### src/rtl/ili9341_pkg.sv
// ili9341_pkg: shared constants and types for the ILI9341 SPI bus arbiter.
//   BIT_PERIOD   - clk cycles per SPI bit (low phase + high phase)
//   BYTE_CYCLES  - clk cycles per serialised byte
//   DC_CMD/DC_DATA - panel D/C line levels
//   arb_state_e  - arbiter FSM encoding
//   hold_t       - one-byte/one-word holding register payload
package ili9341_pkg;

    localparam int unsigned BIT_PERIOD    = 2;
    localparam int unsigned BITS_PER_BYTE = 8;
    localparam int unsigned BYTE_CYCLES   = BIT_PERIOD * BITS_PER_BYTE;
    localparam int unsigned CNT_W         = $clog2(BYTE_CYCLES);
    localparam int unsigned HOLD_DATA_W   = 16;
    localparam int unsigned HOLD_CNT_W    = 2;

    localparam logic DC_CMD  = 1'b0;
    localparam logic DC_DATA = 1'b1;

    typedef enum logic [1:0] {
        IDLE  = 2'd0,
        SHIFT = 2'd1,
        HOLD  = 2'd2
    } arb_state_e;

    typedef enum logic {
        OWN_CMD = 1'b0,
        OWN_PIX = 1'b1
    } owner_e;

    // Bytes still to be sent are kept MSB-aligned in data; nbytes = 0 means empty.
    typedef struct packed {
        logic [HOLD_DATA_W-1:0] data;
        logic [HOLD_CNT_W-1:0]  nbytes;
        logic                   dc;
    } hold_t;

endpackage

### src/rtl/ili9341_spi_shifter.sv
// ili9341_spi_shifter: SPI mode-0 byte serialiser, MSB first.
//   clk, rst       - clock, synchronous active-high reset
//   load           - start a new byte this cycle (load_byte, load_dc)
//   sclk/sdin/sdc  - registered SPI clock, data and D/C level
//   active         - a byte is being shifted
//   last_cycle_c   - final (high-phase) cycle of the current byte
module ili9341_spi_shifter
    import ili9341_pkg::*;
(
    input  logic       clk,
    input  logic       rst,
    input  logic       load,
    input  logic [7:0] load_byte,
    input  logic       load_dc,
    output logic       sclk,
    output logic       sdin,
    output logic       sdc,
    output logic       active,
    output logic       last_cycle_c
);

    logic [7:0]       shreg_q, shreg_d;
    logic [CNT_W-1:0] cnt_q, cnt_d;
    logic             active_q, active_d;
    logic             sclk_q, sclk_d;
    logic             dc_q, dc_d;

    // Even count = clock low with bit presented, odd count = clock high.
    always_comb begin
        shreg_d  = shreg_q;
        cnt_d    = cnt_q;
        active_d = active_q;
        dc_d     = dc_q;

        last_cycle_c = active_q && (cnt_q == CNT_W'(BYTE_CYCLES - 1));

        if (active_q) begin
            cnt_d = cnt_q + CNT_W'(1);
            if (cnt_q[0]) begin
                shreg_d = {shreg_q[6:0], 1'b0};
            end
            if (last_cycle_c) begin
                active_d = 1'b0;
            end
        end

        // A load on the last cycle chains the next byte with no gap.
        if (load) begin
            shreg_d  = load_byte;
            dc_d     = load_dc;
            cnt_d    = '0;
            active_d = 1'b1;
        end

        sclk_d = active_d & cnt_d[0];
    end

    always_ff @(posedge clk) begin
        if (rst) begin
            shreg_q  <= '0;
            cnt_q    <= '0;
            active_q <= 1'b0;
            sclk_q   <= 1'b0;
            dc_q     <= DC_CMD;
        end else begin
            shreg_q  <= shreg_d;
            cnt_q    <= cnt_d;
            active_q <= active_d;
            sclk_q   <= sclk_d;
            dc_q     <= dc_d;
        end
    end

    assign sclk   = sclk_q;
    assign sdin   = shreg_q[7];
    assign sdc    = dc_q;
    assign active = active_q;

endmodule

### src/rtl/ili9341_bus_arbiter.sv
// ili9341_bus_arbiter: shares one ILI9341 SPI bus between a command-byte port
// and an RGB565 pixel port, fixed priority to commands, no preemption.
//   HOLD_CYCLES             - cycles tft_cs stays high after a transaction (>= 1)
//   clk, rst                - clock, synchronous active-high reset
//   init_done               - new grants allowed only while high
//   cmd_valid/ready/byte/dc/last - command byte stream
//   pix_valid/ready/data/last    - pixel word stream (sent high byte first)
//   tft_cs/dc/clk/din       - panel SPI lines
//   busy                    - transaction or CS hold in progress
module ili9341_bus_arbiter
    import ili9341_pkg::*;
#(
    parameter int unsigned HOLD_CYCLES = 2
) (
    input  logic        clk,
    input  logic        rst,
    input  logic        init_done,
    input  logic        cmd_valid,
    output logic        cmd_ready,
    input  logic [7:0]  cmd_byte,
    input  logic        cmd_dc,
    input  logic        cmd_last,
    input  logic        pix_valid,
    output logic        pix_ready,
    input  logic [15:0] pix_data,
    input  logic        pix_last,
    output logic        tft_cs,
    output logic        tft_dc,
    output logic        tft_clk,
    output logic        tft_din,
    output logic        busy
);

    localparam int unsigned HCNT_W = (HOLD_CYCLES > 1) ? $clog2(HOLD_CYCLES) : 1;

    arb_state_e        state_q, state_d;
    owner_e            owner_q, owner_d;
    hold_t             hold_q, hold_d;
    logic              last_seen_q, last_seen_d;
    logic [HCNT_W-1:0] hcnt_q, hcnt_d;
    logic              cs_q, cs_d;
    logic              busy_q, busy_d;

    logic              cmd_ready_c, pix_ready_c;
    logic              sh_load_c;
    logic [7:0]        sh_byte_c;
    logic              sh_dc_c;
    logic              sh_active;
    logic              sh_last_c;
    logic              hold_empty_c;
    logic              byte_slot_c;

    // Arbitration, holding-register management and FSM next state.
    always_comb begin
        state_d      = state_q;
        owner_d      = owner_q;
        hold_d       = hold_q;
        last_seen_d  = last_seen_q;
        hcnt_d       = hcnt_q;
        cmd_ready_c  = 1'b0;
        pix_ready_c  = 1'b0;
        sh_load_c    = 1'b0;
        sh_byte_c    = '0;
        sh_dc_c      = DC_CMD;
        hold_empty_c = (hold_q.nbytes == '0);
        byte_slot_c  = sh_last_c || !sh_active;

        case (state_q)
            IDLE: begin
                // The first byte goes straight to the shifter so the bus starts next cycle.
                if (init_done && !rst) begin
                    if (cmd_valid) begin
                        cmd_ready_c = 1'b1;
                        sh_load_c   = 1'b1;
                        sh_byte_c   = cmd_byte;
                        sh_dc_c     = cmd_dc;
                        owner_d     = OWN_CMD;
                        hold_d      = '0;
                        last_seen_d = cmd_last;
                        state_d     = SHIFT;
                    end else if (pix_valid) begin
                        pix_ready_c   = 1'b1;
                        sh_load_c     = 1'b1;
                        sh_byte_c     = pix_data[15:8];
                        sh_dc_c       = DC_DATA;
                        owner_d       = OWN_PIX;
                        hold_d.data   = {pix_data[7:0], 8'h00};
                        hold_d.nbytes = HOLD_CNT_W'(1);
                        hold_d.dc     = DC_DATA;
                        last_seen_d   = pix_last;
                        state_d       = SHIFT;
                    end
                end
            end

            SHIFT: begin
                // Owner may refill only an empty register and only before its last item.
                if (hold_empty_c && !last_seen_q && !rst) begin
                    cmd_ready_c = (owner_q == OWN_CMD);
                    pix_ready_c = (owner_q == OWN_PIX);
                end

                if (cmd_valid && cmd_ready_c) begin
                    hold_d.data   = {cmd_byte, 8'h00};
                    hold_d.nbytes = HOLD_CNT_W'(1);
                    hold_d.dc     = cmd_dc;
                    last_seen_d   = cmd_last;
                end else if (pix_valid && pix_ready_c) begin
                    hold_d.data   = pix_data;
                    hold_d.nbytes = HOLD_CNT_W'(2);
                    hold_d.dc     = DC_DATA;
                    last_seen_d   = pix_last;
                end

                // Feed the shifter at a byte boundary or when it is stalled.
                if (!hold_empty_c && byte_slot_c) begin
                    sh_load_c     = 1'b1;
                    sh_byte_c     = hold_q.data[15:8];
                    sh_dc_c       = hold_q.dc;
                    hold_d.data   = {hold_q.data[7:0], 8'h00};
                    hold_d.nbytes = hold_q.nbytes - HOLD_CNT_W'(1);
                end else if (hold_empty_c && last_seen_q && byte_slot_c) begin
                    state_d = HOLD;
                    hcnt_d  = '0;
                end
            end

            HOLD: begin
                if (hcnt_q == HCNT_W'(HOLD_CYCLES - 1)) begin
                    state_d = IDLE;
                end else begin
                    hcnt_d = hcnt_q + HCNT_W'(1);
                end
            end

            default: begin
                state_d = IDLE;
            end
        endcase

        cs_d   = (state_d != SHIFT);
        busy_d = (state_d != IDLE);
    end

    always_ff @(posedge clk) begin
        if (rst) begin
            state_q     <= IDLE;
            owner_q     <= OWN_CMD;
            hold_q      <= '0;
            last_seen_q <= 1'b0;
            hcnt_q      <= '0;
            cs_q        <= 1'b1;
            busy_q      <= 1'b0;
        end else begin
            state_q     <= state_d;
            owner_q     <= owner_d;
            hold_q      <= hold_d;
            last_seen_q <= last_seen_d;
            hcnt_q      <= hcnt_d;
            cs_q        <= cs_d;
            busy_q      <= busy_d;
        end
    end

    ili9341_spi_shifter u_shifter (
        .clk          (clk),
        .rst          (rst),
        .load         (sh_load_c),
        .load_byte    (sh_byte_c),
        .load_dc      (sh_dc_c),
        .sclk         (tft_clk),
        .sdin         (tft_din),
        .sdc          (tft_dc),
        .active       (sh_active),
        .last_cycle_c (sh_last_c)
    );

    // Ready follows valid in the grant cycle, so it cannot be a flop.
    assign cmd_ready = cmd_ready_c;
    assign pix_ready = pix_ready_c;
    assign tft_cs    = cs_q;
    assign busy      = busy_q;

endmodule

### config.mk
export PLATFORM = sky130hd
export DESIGN_NAME = ili9341_bus_arbiter
export DESIGN_NICKNAME = d
export VERILOG_FILES = /design/src/rtl/ili9341_pkg.sv /design/src/rtl/ili9341_spi_shifter.sv /design/src/rtl/ili9341_bus_arbiter.sv
export SDC_FILE = /design/constraint.sdc
export NUM_CORES = 1
export LEC_CHECK = 0
export CAP_MARGIN = 20
export CORE_MARGIN = 4
export CORE_UTILIZATION = 35
export DETAILED_ROUTE_END_ITERATION = 12
export DONT_BUFFER_PORTS = 1
export HOLD_SLACK_MARGIN = 0.12
export PLACE_DENSITY_LB_ADDON = 0.08
export SLEW_MARGIN = 25
export SYNTH_ARGS = -nofsm -noshare
export SYNTH_HDL_FRONTEND = slang
export SYNTH_SLANG_ARGS = --single-unit
### constraint.sdc
create_clock -name clk -period 5.1 [get_ports clk]
set_clock_uncertainty 0.05 [all_clocks]
set_input_delay 0.51 -clock clk [delete_from_list [all_inputs] [get_ports clk]]
set_output_delay 0.51 -clock clk [all_outputs]
set_load 0.03 [all_outputs]
==> impl_results.md, run 1 <==
- CTS tree: yes
- Hold Vio Cnt, Final: 0
- Syn nets: 274
- Core area: 5890 µm²
- Placed cell count: 302
- Min Tclk post-route: 2820 ps
- Starting Density: 36.0%
- Final WL: 5690 µm
- Met3 wire len: 532 µm
- Fin cells: 310
- Final setup violating endpoints: 0
- Status: finished clean
- Layout fillers: 622
- CP Max Fanout: 11
- Final Util: 37.7%
- Crit start category: register
- R2R setup slack: 2330 ps
- Ys Warns: 0
- FFs w/ async S/R, synth: 0%
- Via count: 1736
- Fin crit share: 55.3%
- Area Overhead vs Synth: 4.60%
- Nature of the critical path endpoint: output pin
- CTS resizes: 0
- CP endpoint: cmd_ready
- Slew @ Worst Pin: 946 ps
- Post-synth EDFFs: 0
- Post-CTS Repair Setup Buffers: 0
- Area of the multi-input gates: 1190 µm²
- Mean Syn Cell Area: 8.84 µm²
- Synth cell count leaders: dfxtp_1, a21oi_1, nand2_1
- Clock sinks: 41
- GRT Total Usage: 16.4%
- Ratio of cells with drive above 1 in the final layout: 13.6%
- Hold_ws: 224 ps
- Total grt overflow: 0
- WL met2: 2530 µm
- Row Count: 28
- Nets: 268
- Critical R2R Capture: hold_q[2]
- CTS Buf Count: 5
- DRT antenna net count: 0
- Avg WL per Cell: 18.4 µm
- Final Instance Area: 2220 µm²
- RSZ-0062 raised after global routing: false
- Max layer used: met4
- Die height: 85.8 µm
- Leakage: 0.770 nW
- Diode count: 0
- FF+latch area: 821 µm²
- Max Buffers Root-to-Sink: 2
- Commonest register cell after synthesis: dfxtp_1
- Sequential area share after synthesis: 38.7%
- Drt drc: 0
- Worst-path clk slew: 80 ps
- Max-slew violations: 0
- Synth Register Bits: 41
- Top cells by area, synth: dfxtp_1, a21oi_1, nand2_1, mux2_2, a222oi_1
- WS Path Type: reg2out
- CP arrival: 2260 ps
- Vias per std cell: 5.60
- M1 wire length: 2570 µm
- R2R depth: 7
- Ports: 39
- Peak VDD IR: 0.133 mV
- Slew HR: 36.7%
- H-tree Lvls: 2
- Most common cell in the netlist: dfxtp_1
- Post-Syn Instances: 240
- Cell Area, Synth: 2120 µm²
- Final worst slack: 2280 ps
- Clock root cell: clkbuf_8
- Gp weighted congestion: 0.770
- Req. time, crit path: 4540 ps
- Post-Place Worst Slack: 2330 ps
- Initial antenna violation count: 0
- Area after DPL: 2140 µm²
- DP HPWL: 4110 µm
- Drt pass-1 iters: 4
- Clock latency at the later pin of the worst-skew pair: 290 ps
- TNS Setup: 0 ps
- Critical Path Start: hold_q[1]
- Maxcap violations: 0
- Die width: 85.8 µm
- Post-synth top area share: 38.7%
- Worst R2R Start: hold_q[1]
- Max frequency: 354 MHz
- I/O Buffers: 0
- P per Cell Area: 308 nW/µm²
- Post-CTS Hold Fix Bufs: 0
- DRT iter0 DRCs: 122
- Die footprint: 7370 µm²
- Largest area contributor in the netlist: dfxtp_1
- Distinct cell type count after synthesis: 47
- Number of global-route vias before repair: 1708
- Largest net degree at the start of global routing: 35
- Global-route wire length before repair: 9420 µm
- Type of the most critical hold path: in2reg
- Final Power: 0.683 mW
==> power by group <==
part	total, mW	switching (mW)	internal (mW)
sequential	0.359	0.0201	0.339
clock	0.209	0.114	0.0950
combinational	0.115	0.0692	0.0457
total	0.683	0.203	0.480
==> cell families (layout without fill, tap and decap cells) <==
| kind of cell | count (synthesis) | in the layout | synth area share, % |
|---|---|---|---|
| AND/OR/NAND/NOR | 75 | 75 | 18.9 |
| buffers and inverters | 20 | 15 | 5.31 |
| adder cells (fa/ha/maj) | 2 | 2 | 1.18 |
| XOR/XNOR | 3 | 3 | 1.24 |
| flip-flops | 41 | 41 | 38.7 |
| AO/OA/AOI/OAI | 90 | 90 | 30.0 |
| multiplexers | 9 | 9 | 4.72 |
==> worst min path at each step <==
stage | endpoint | startpoint | depth (start not counted)
floorplan | hold_q[10] | hold_q[10] | 2
global placement | hold_q[6] | hold_q[6] | 2
detailed placement | hold_q[4] | hold_q[4] | 2
CTS | state_q[1] | rst | 1
global route | u_shifter.shreg_q[0] | rst | 1
finish | state_q[1] | rst | 1
==> cells in the final DEF, fill, tap and decap left out, drive strengths merged, types with 2 or more instances in the layout <==
cell type	synthesis	final
a211oi	8	8
a21oi	38	38
a221o	3	3
a222oi	8	8
a2bb2oi	5	5
a31o	2	2
a31oi	2	2
and2	2	2
and3	5	5
buf	11	2
clkbuf	4	6
clkinv	0	2
dfxtp	41	41
ha	2	2
inv	5	5
mux2	8	8
nand2	27	27
nand2b	2	2
nand3	12	12
nand4	3	3
nor2	5	5
nor2b	6	6
nor3	8	8
o21ai	17	17
xor2	2	2
==> sequential cells by signal, indices dropped and copies added, names as in the netlist <==
| register | count |
|---|---|
| tft_cs | 1 |
| u_shifter.cnt_q | 4 |
| owner_q | 1 |
| busy | 1 |
| u_shifter.sclk | 1 |
| hold_q | 19 |
| hcnt_q | 1 |
| state_q | 2 |
| u_shifter.sdc | 1 |
| u_shifter.shreg_q | 8 |
| u_shifter.active | 1 |
| last_seen_q | 1 |
==> final cells by class <==
| class | instances | share of cell area, % |
|---|---|---|
| clock buffer | 6 | 3.27 |
| clock inverter | 2 | 0.451 |
| inverter | 5 | 0.846 |
| multi-input combinational | 179 | 53.5 |
| sequential | 41 | 37.0 |
| tap | 75 | 4.23 |
| timing repair buffer | 2 | 0.677 |
==> worst max-delay path, stage by stage, from the launching register on <==
cell and delay, ps:
dfxtp_1 320, inv_1 60, ha_1 300, nor3b_2 600, nand2_1 120, o21bai_1 570
==> metal layers <==
layer | vias to the layer above | global-route usage [%]
li1 | 885 | -
met1 | 796 | 22.6
met2 | 50 | 24.5
met3 | 5 | 5.86
met4 | 0 | 3.88
met5 | - | 0
Power figures use the tool's default switching activity.
==> run 2: changes to the inputs <==
--- a/config.mk
+++ b/config.mk
@@ -5,6 +5,7 @@
 export SDC_FILE = /design/constraint.sdc
 export NUM_CORES = 1
 export LEC_CHECK = 0
+export ABC_AREA = 1
 export CAP_MARGIN = 20
 export CORE_MARGIN = 4
 export CORE_UTILIZATION = 35
==> constraint.sdc (replaced) <==
create_clock -name clk -period 2.69 [get_ports clk]
set_clock_uncertainty 0.05 [all_clocks]
set_input_delay 0.269 -clock clk [delete_from_list [all_inputs] [get_ports clk]]
set_output_delay 0.269 -clock clk [all_outputs]
set_load 0.03 [all_outputs]
==> run 2 against run 1 <==
Effect of this change:
- cell area is 19% higher
- die area up 13%
- worst hold slack worse by 74 ps
- first-iteration DRC count is 12% higher
- sequential power increased by 97%
- final cell count rose by 55%
- wire length up 19%
- clock-buffer cell count unchanged
- clock power is 110% higher
- core utilization rose by 1.5 points
==> impl_results.md, run 2 <==
- TNS Setup: 0 ps (unchanged)
- FFs w/ async S/R, synth: 0% (unchanged)
- Max Buffers Root-to-Sink: 2 (unchanged)
- Status: finished clean
- Maxcap violations: 0 (unchanged)
- Peak VDD IR: 0.263 mV (+98%)
- Req. time, crit path: 2840 ps (-1700 ps)
- H-tree Lvls: 2 (unchanged)
- Drt pass-1 iters: 6 (+2)
- Top cells by area, synth: dfxtp_1, nand2_1, nand3_1, nor2_1, inv_1
- Slew HR: 72.2% (+35 points)
- P per Cell Area: 574 nW/µm² (+86%)
- WS Path Type: reg2reg
- Fin crit share: 76.4%
- Cell Area, Synth: 2430 µm² (+15%)
- DRT antenna net count: 0 (unchanged)
- Syn nets: 429 (+57%)
- Commonest non-fill, non-tap cell in the layout: nand2_1
- Post-synth top area share: 33.8% (-4.9 points)
- GRT Total Usage: 16.8% (+0.38 points)
- CP Max Fanout: 19 (+8)
- Final Power: 1.52 mW (+120%)
- Commonest cells after routing, fill and taps aside: nand2_1, nor2_1, nand3_1
- Final WL: 6770 µm (+19%)
- Core area: 6760 µm² (+15%)
- Clock sinks: 41 (unchanged)
- DP HPWL: 5220 µm (+27%)
- Post-Place Worst Slack: 634 ps (-1700 ps)
- Slowest-stage cell, CP: dfxtp_1
- Post-Syn Instances: 395 (+65%)
- Post-synth EDFFs: 0 (unchanged)
- Type of the most critical hold path: in2reg
- Largest area contributor in the netlist: dfxtp_1
- Crit start category: register
- Die footprint: 8340 µm² (+13%)
- Ys Warns: 0 (unchanged)
- Min Tclk post-route: 2060 ps
- Ratio of cells with drive above 1 in the final layout: 8.48% (-5.1 points)
- Largest net degree at the start of global routing: 20 (-43%)
- Nets: 434 (+62%)
- Worst-path clk slew: 90 ps (about the same)
- Via count: 2387 (+38%)
- Diode count: 0 (unchanged)
- CP cell instances: inv_1, ha_1, clkinv_1, a21oi_1, nand3_2, nand2_4, inv_1, nor2_1, nor2_1
- CTS resizes: 0 (unchanged)
- CP arrival: 2200 ps (-60 ps)
- Gp weighted congestion: 0.828 (+7.5%)
- Slew @ Worst Pin: 416 ps (-530 ps)
- Post-CTS Repair Setup Buffers: 0 (unchanged)
- Commonest register cell after synthesis: dfxtp_1
- Global-route wire length before repair: 11200 µm (+19%)
- Die width: 91.3 µm (+6.4%)
- Vias per std cell: 4.96 (-11%)
- Largest regs: hold_q (19), u_shifter.shreg_q (8), u_shifter.cnt_q (4)
- Synth cell count leaders: nand2_1, nor2_1, nand3_1
- Sequential area share after synthesis: 33.8% (-4.9 points)
- Drt drc: 0 (unchanged)
- DRT iter0 DRCs: 137 (+12%)
- Number of global-route vias before repair: 2215 (+30%)
- Largest Register: hold_q
- CTS tree: yes
- Starting Density: 35.9% (-0.089 points)
- Final worst slack: 634 ps (-1640 ps)
- Nature of the critical path endpoint: register
- Most common cell in the netlist: nand2_1
- Post-CTS Hold Fix Bufs: 5 (+5)
- Ports: 39 (unchanged)
- Synth Register Bits: 41 (unchanged)
- Initial antenna violation count: 0 (unchanged)
- Largest register FFs: 19 (unchanged)
- Max frequency: 486 MHz
- Die height: 91.3 µm (+6.4%)
- Hold Vio Cnt, Final: 0 (unchanged)
- Leakage: 1.27 nW (+65%)
- CTS Buf Count: 5 (unchanged)
- Slowest cell delay on critical path: 320 ps (-280 ps)
- RSZ-0062 raised after global routing: false
- Clock root cell: clkbuf_8
- Max-slew violations: 0 (unchanged)
- Area Overhead vs Synth: 8.91%
- Row Count: 30 (+7.1%)
- Avg WL per Cell: 14.1 µm (-23%)
- Clock latency at the later pin of the worst-skew pair: 300 ps (about the same)
- Mean Syn Cell Area: 6.15 µm² (-30%)
- I/O Buffers: 0 (unchanged)
- Final setup violating endpoints: 0 (unchanged)
- Distinct cell type count after synthesis: 29 (-38%)
- Total grt overflow: 0 (unchanged)
run 2: cell types whose count changed in the layout (fill, tap and decap cells not counted), moves of 8 or more:
| cell | before | now |
|---|---|---|
| a21oi_1 | 35 | 17 |
| a222oi_1 | 8 | 0 |
| inv_1 | 5 | 39 |
| mux2_2 | 8 | 0 |
| nand2_1 | 26 | 91 |
| nand3_1 | 12 | 63 |
| nor2_1 | 5 | 80 |
run 2: path summary, 6_finish.rpt:
| path | startpoint | endpoint | slack (ps) | depth (start not counted) |
|---|---|---|---|---|
| setup / recovery | hold_q[1] | hold_q[1] | 630 | 9 |
| hold reg to reg | hcnt_q | hcnt_q | 420 | 2 |
| hold / removal | cmd_valid | owner_q | 150 | 3 |
| setup reg to reg | hold_q[1] | hold_q[1] | 630 | 9 |
run 2: report_power, final:
| part | internal, mW | switching (mW) |
|---|---|---|
| clock | 0.209 | 0.235 |
| combinational | 0.122 | 0.245 |
| sequential | 0.662 | 0.0436 |
run 2: area by class of cell:
class,instances,area (µm²)
tap,80,100
fill,770,4110
timing repair buffer,9,80.1
multi-input combinational,296,1370
sequential,41,821
clock buffer,6,82.6
inverter,47,176
clock inverter,2,13.8
run 2: layer usage:
| metal | wire length (µm) | vias up | global-route usage, % |
|---|---|---|---|
| met5 | 0 | - | 0 |
| met4 | 45 | 0 | 3.89 |
| met3 | 446 | 8 | 5.14 |
| met2 | 3210 | 58 | 28.8 |
| met1 | 3070 | 1056 | 20.5 |
| li1 | - | 1265 | - |
run 2: per-stage QoR:
step	area (µm²)	hold WS [ps]	util, %	cells
finish	2650	150	39.1	481
floorplan	2430	357	-	395
global route	2650	143	39.1	481
global placement	2500	290	37.0	468
detailed placement	2500	291	37.0	468
CTS	2650	141	39.1	481
run 2: worst max-delay path: cells and delay by family (launching register included):
kind,cells,cell delay (ps)
compound gates,1,240
simple gates,4,730
fa+ha+maj,1,190
flops,1,320
buf+inv,3,430
run 2: cells by family after synthesis:
group                      share of synthesized area (%)
and+or+nand+nor                                     47.0
buffers and inverters                               9.74
DFF                                                 33.8
AOI/OAI and AO/OA                                   7.26
xor gates and xnor gates                           0.721
adders and majority gates                           1.03
muxes                                              0.412
==> run 3: changes to the inputs <==
--- a/config.mk
+++ b/config.mk
@@ -5,7 +5,7 @@
 export SDC_FILE = /design/constraint.sdc
 export NUM_CORES = 1
 export LEC_CHECK = 0
-export ABC_AREA = 1
+export ABC_AREA = 0
 export CAP_MARGIN = 20
 export CORE_MARGIN = 4
 export CORE_UTILIZATION = 35
==> constraint.sdc (replaced) <==
create_clock -name clk -period 2.12 [get_ports clk]
set_clock_uncertainty 0.05 [all_clocks]
set_input_delay 0.212 -clock clk [delete_from_list [all_inputs] [get_ports clk]]
set_output_delay 0.212 -clock clk [all_outputs]
set_load 0.03 [all_outputs]
==> run 3 against run 2 <==
Effect of this change:
- clock power is 48% higher
- sequential share of layout area grew 0.94 points
- combinational power fell by 3%
- setup slack worse by 490 ps
- core utilization up 4.5 points
==> impl_results.md, run 3 (same netlist as run 1, synthesis figures left out) <==
- Nature of the critical path endpoint: output pin
- Comb power frac: 19.0% (-5.2 points)
- Core area: 5890 µm² (-13%)
- Final worst slack: 140 ps (-494 ps)
- Crit start category: register
- CP Max Fanout: 9 (-10)
- Vias per std cell: 5.55 (+12%)
- Type of the most critical hold path: in2reg
- Commonest non-fill, non-tap cell in the layout: dfxtp_1
- Post-Place Worst Slack: 136 ps (-498 ps)
- Final setup violating endpoints: 0 (unchanged)
- Slowest cell delay on critical path: 320 ps (about the same)
- Diode count: 0 (unchanged)
- Ports: 39 (unchanged)
- Status: finished clean
- Final Instance Area: 2570 µm² (-2.9%)
- DP HPWL: 4470 µm (-14%)
- Worst-path clk slew: 80 ps (about the same)
- TNS Setup: 0 ps (unchanged)
- DRT antenna net count: 0 (unchanged)
- Ratio of cells with drive above 1 in the final layout: 19.0% (+11 points)
- Clock latency at the later pin of the worst-skew pair: 290 ps (about the same)
- Clock sinks: 41 (unchanged)
- Largest regs: hold_q (19), u_shifter.shreg_q (8), u_shifter.cnt_q (4)
- Max-slew violations: 0 (unchanged)
- Largest net degree at the start of global routing: 33 (+65%)
- Global-route wire length before repair: 10400 µm (-6.7%)
- GRT Total Usage: 18.3% (+1.5 points)
- Most common cell on crit path: buf_4
- Req. time, crit path: 1860 ps (-980 ps)
- Sw Pwr: 0.514 mW (-2.1%)
- WS Path Type: reg2out
- Max frequency: 505 MHz
- Slew @ Worst Pin: 583 ps (+167 ps)
- Starting Density: 36.0% (+0.089 points)
- Sequential power share: 46.0% (-0.5 points)
- Largest register FFs: 19 (unchanged)
- Initial antenna violation count: 0 (unchanged)
- DRT iter0 DRCs: 89 (-35%)
- CP arrival: 1720 ps (-480 ps)
- Die footprint: 7370 µm² (-12%)
- P per Cell Area: 730 nW/µm² (+27%)
- Clk pwr share: 35.0% (+5.7 points)
- Area Overhead vs Synth: 21.1%
- Number of global-route vias before repair: 1997 (-9.8%)
- Final WL: 6230 µm (-8.1%)
- Slew HR: 61.1% (-11 points)
- Total grt overflow: 0 (unchanged)
- Row Count: 28 (-6.7%)
- Commonest cells after routing, fill and taps aside: dfxtp_1, a21oi_1, nand2_1
- Peak VDD IR: 0.358 mV (+36%)
- Die width: 85.8 µm (-6.0%)
- Min Tclk post-route: 1980 ps
- CTS Buf Count: 5 (unchanged)
- CTS tree: yes
- CP cell instances: inv_1, ha_1, nor3b_2, buf_4, nand2_1, o21bai_1, buf_4
- Via count: 1905 (-20%)
- I/O Buffers: 0 (unchanged)
- Switch share: 27.4% (-7.2 points)
- Pint: 1.36 mW (+37%)
- H-tree Lvls: 2 (unchanged)
- Clock root cell: clkbuf_8
- Gp weighted congestion: 0.783 (-5.4%)
- Drt pass-1 iters: 4 (-2)
- Drt drc: 0 (unchanged)
- Fin crit share: 93.4%
- Die height: 85.8 µm (-6.0%)
- Area after DPL: 2240 µm² (-10%)
- Slowest-stage cell, CP: dfxtp_1
- Maxcap violations: 0 (unchanged)
- Largest Register: hold_q
- Nets: 301 (-31%)
- Leakage: 0.939 nW (-26%)
- Hold Vio Cnt, Final: 0 (unchanged)
- Max Buffers Root-to-Sink: 2 (unchanged)
- RSZ-0062 raised after global routing: false
- Avg WL per Cell: 18.2 µm (+29%)
## run 3: cell types whose count changed in the layout (fill, tap and decap cells not counted), sizes merged, moves of 21 or more
cell,delta
a21oi,+21
nor2,-80
nand3,-53
nand2,-70
inv,-40
## run 3: path summary, 6_finish.rpt
kind | start | to | slack [ps] | depth (start not counted)
max | hold_q[1] | cmd_ready | 140 | 7
min | pix_data[10] | u_shifter.shreg_q[2] | 130 | 2
max reg2reg | hold_q[1] | hold_q[14] | 210 | 8
min reg2reg | hold_q[4] | hold_q[4] | 400 | 2
## run 3: worst max-delay path, delay by kind of cell, from the launching register on
family / cells / cell delay [ps]
adder cells (fa/ha/maj): 1 / 150
buffers and inverters: 3 / 470
AO/OA/AOI/OAI: 1 / 150
AND/OR/NAND/NOR: 2 / 340
flip-flops: 1 / 320
## run 3: metal layers
metal	vias up	global-route usage [%]	part of all wire, %
li1	952	-	-
met1	874	25.1	45
met2	70	28.9	46
met3	9	3.94	7.2
met4	0	5.18	1.1
met5	-	0	0
## run 3: metrics by stage
stage / util (%) / instances / power, mW / hold slack (ps)
2_1_floorplan: - / 240 / 1.12 / 314
3_3_place_gp: 38.1 / 316 / 1.19 / 237
3_5_place_dp: 38.1 / 316 / 1.19 / 239
4_1_cts: 43.5 / 343 / 1.90 / 120
5_1_grt: 43.6 / 343 / 1.98 / 138
6_report: 43.6 / 343 / 1.88 / 127
## run 3: cell type report
| class | instances | area [µm²] |
|---|---|---|
| fill | 608 | 3320 |
| multi-input combinational | 179 | 1200 |
| sequential | 41 | 821 |
| timing repair buffer | 35 | 320 |
| tap | 75 | 93.8 |
| clock buffer | 7 | 86.3 |
| clock inverter | 1 | 30.0 |
| inverter | 5 | 18.8 |
## run 3: power groups by stage
stage | clock (mW) | combinational [mW] | sequential, mW
after global placement | 0 | 0.312 | 0.880
after floorplan | 0 | 0.255 | 0.869
after CTS | 0.675 | 0.359 | 0.862
final | 0.656 | 0.357 | 0.862
after global routing | 0.712 | 0.397 | 0.869
after detailed placement | 0 | 0.312 | 0.880
## run 3: repair_timing
action                     CTS  global route
gates resized for setup      1             4
setup endpoints to repair    1             7
setup buffers                0             0
hold buffers                19             0
hold endpoints to repair    40             0
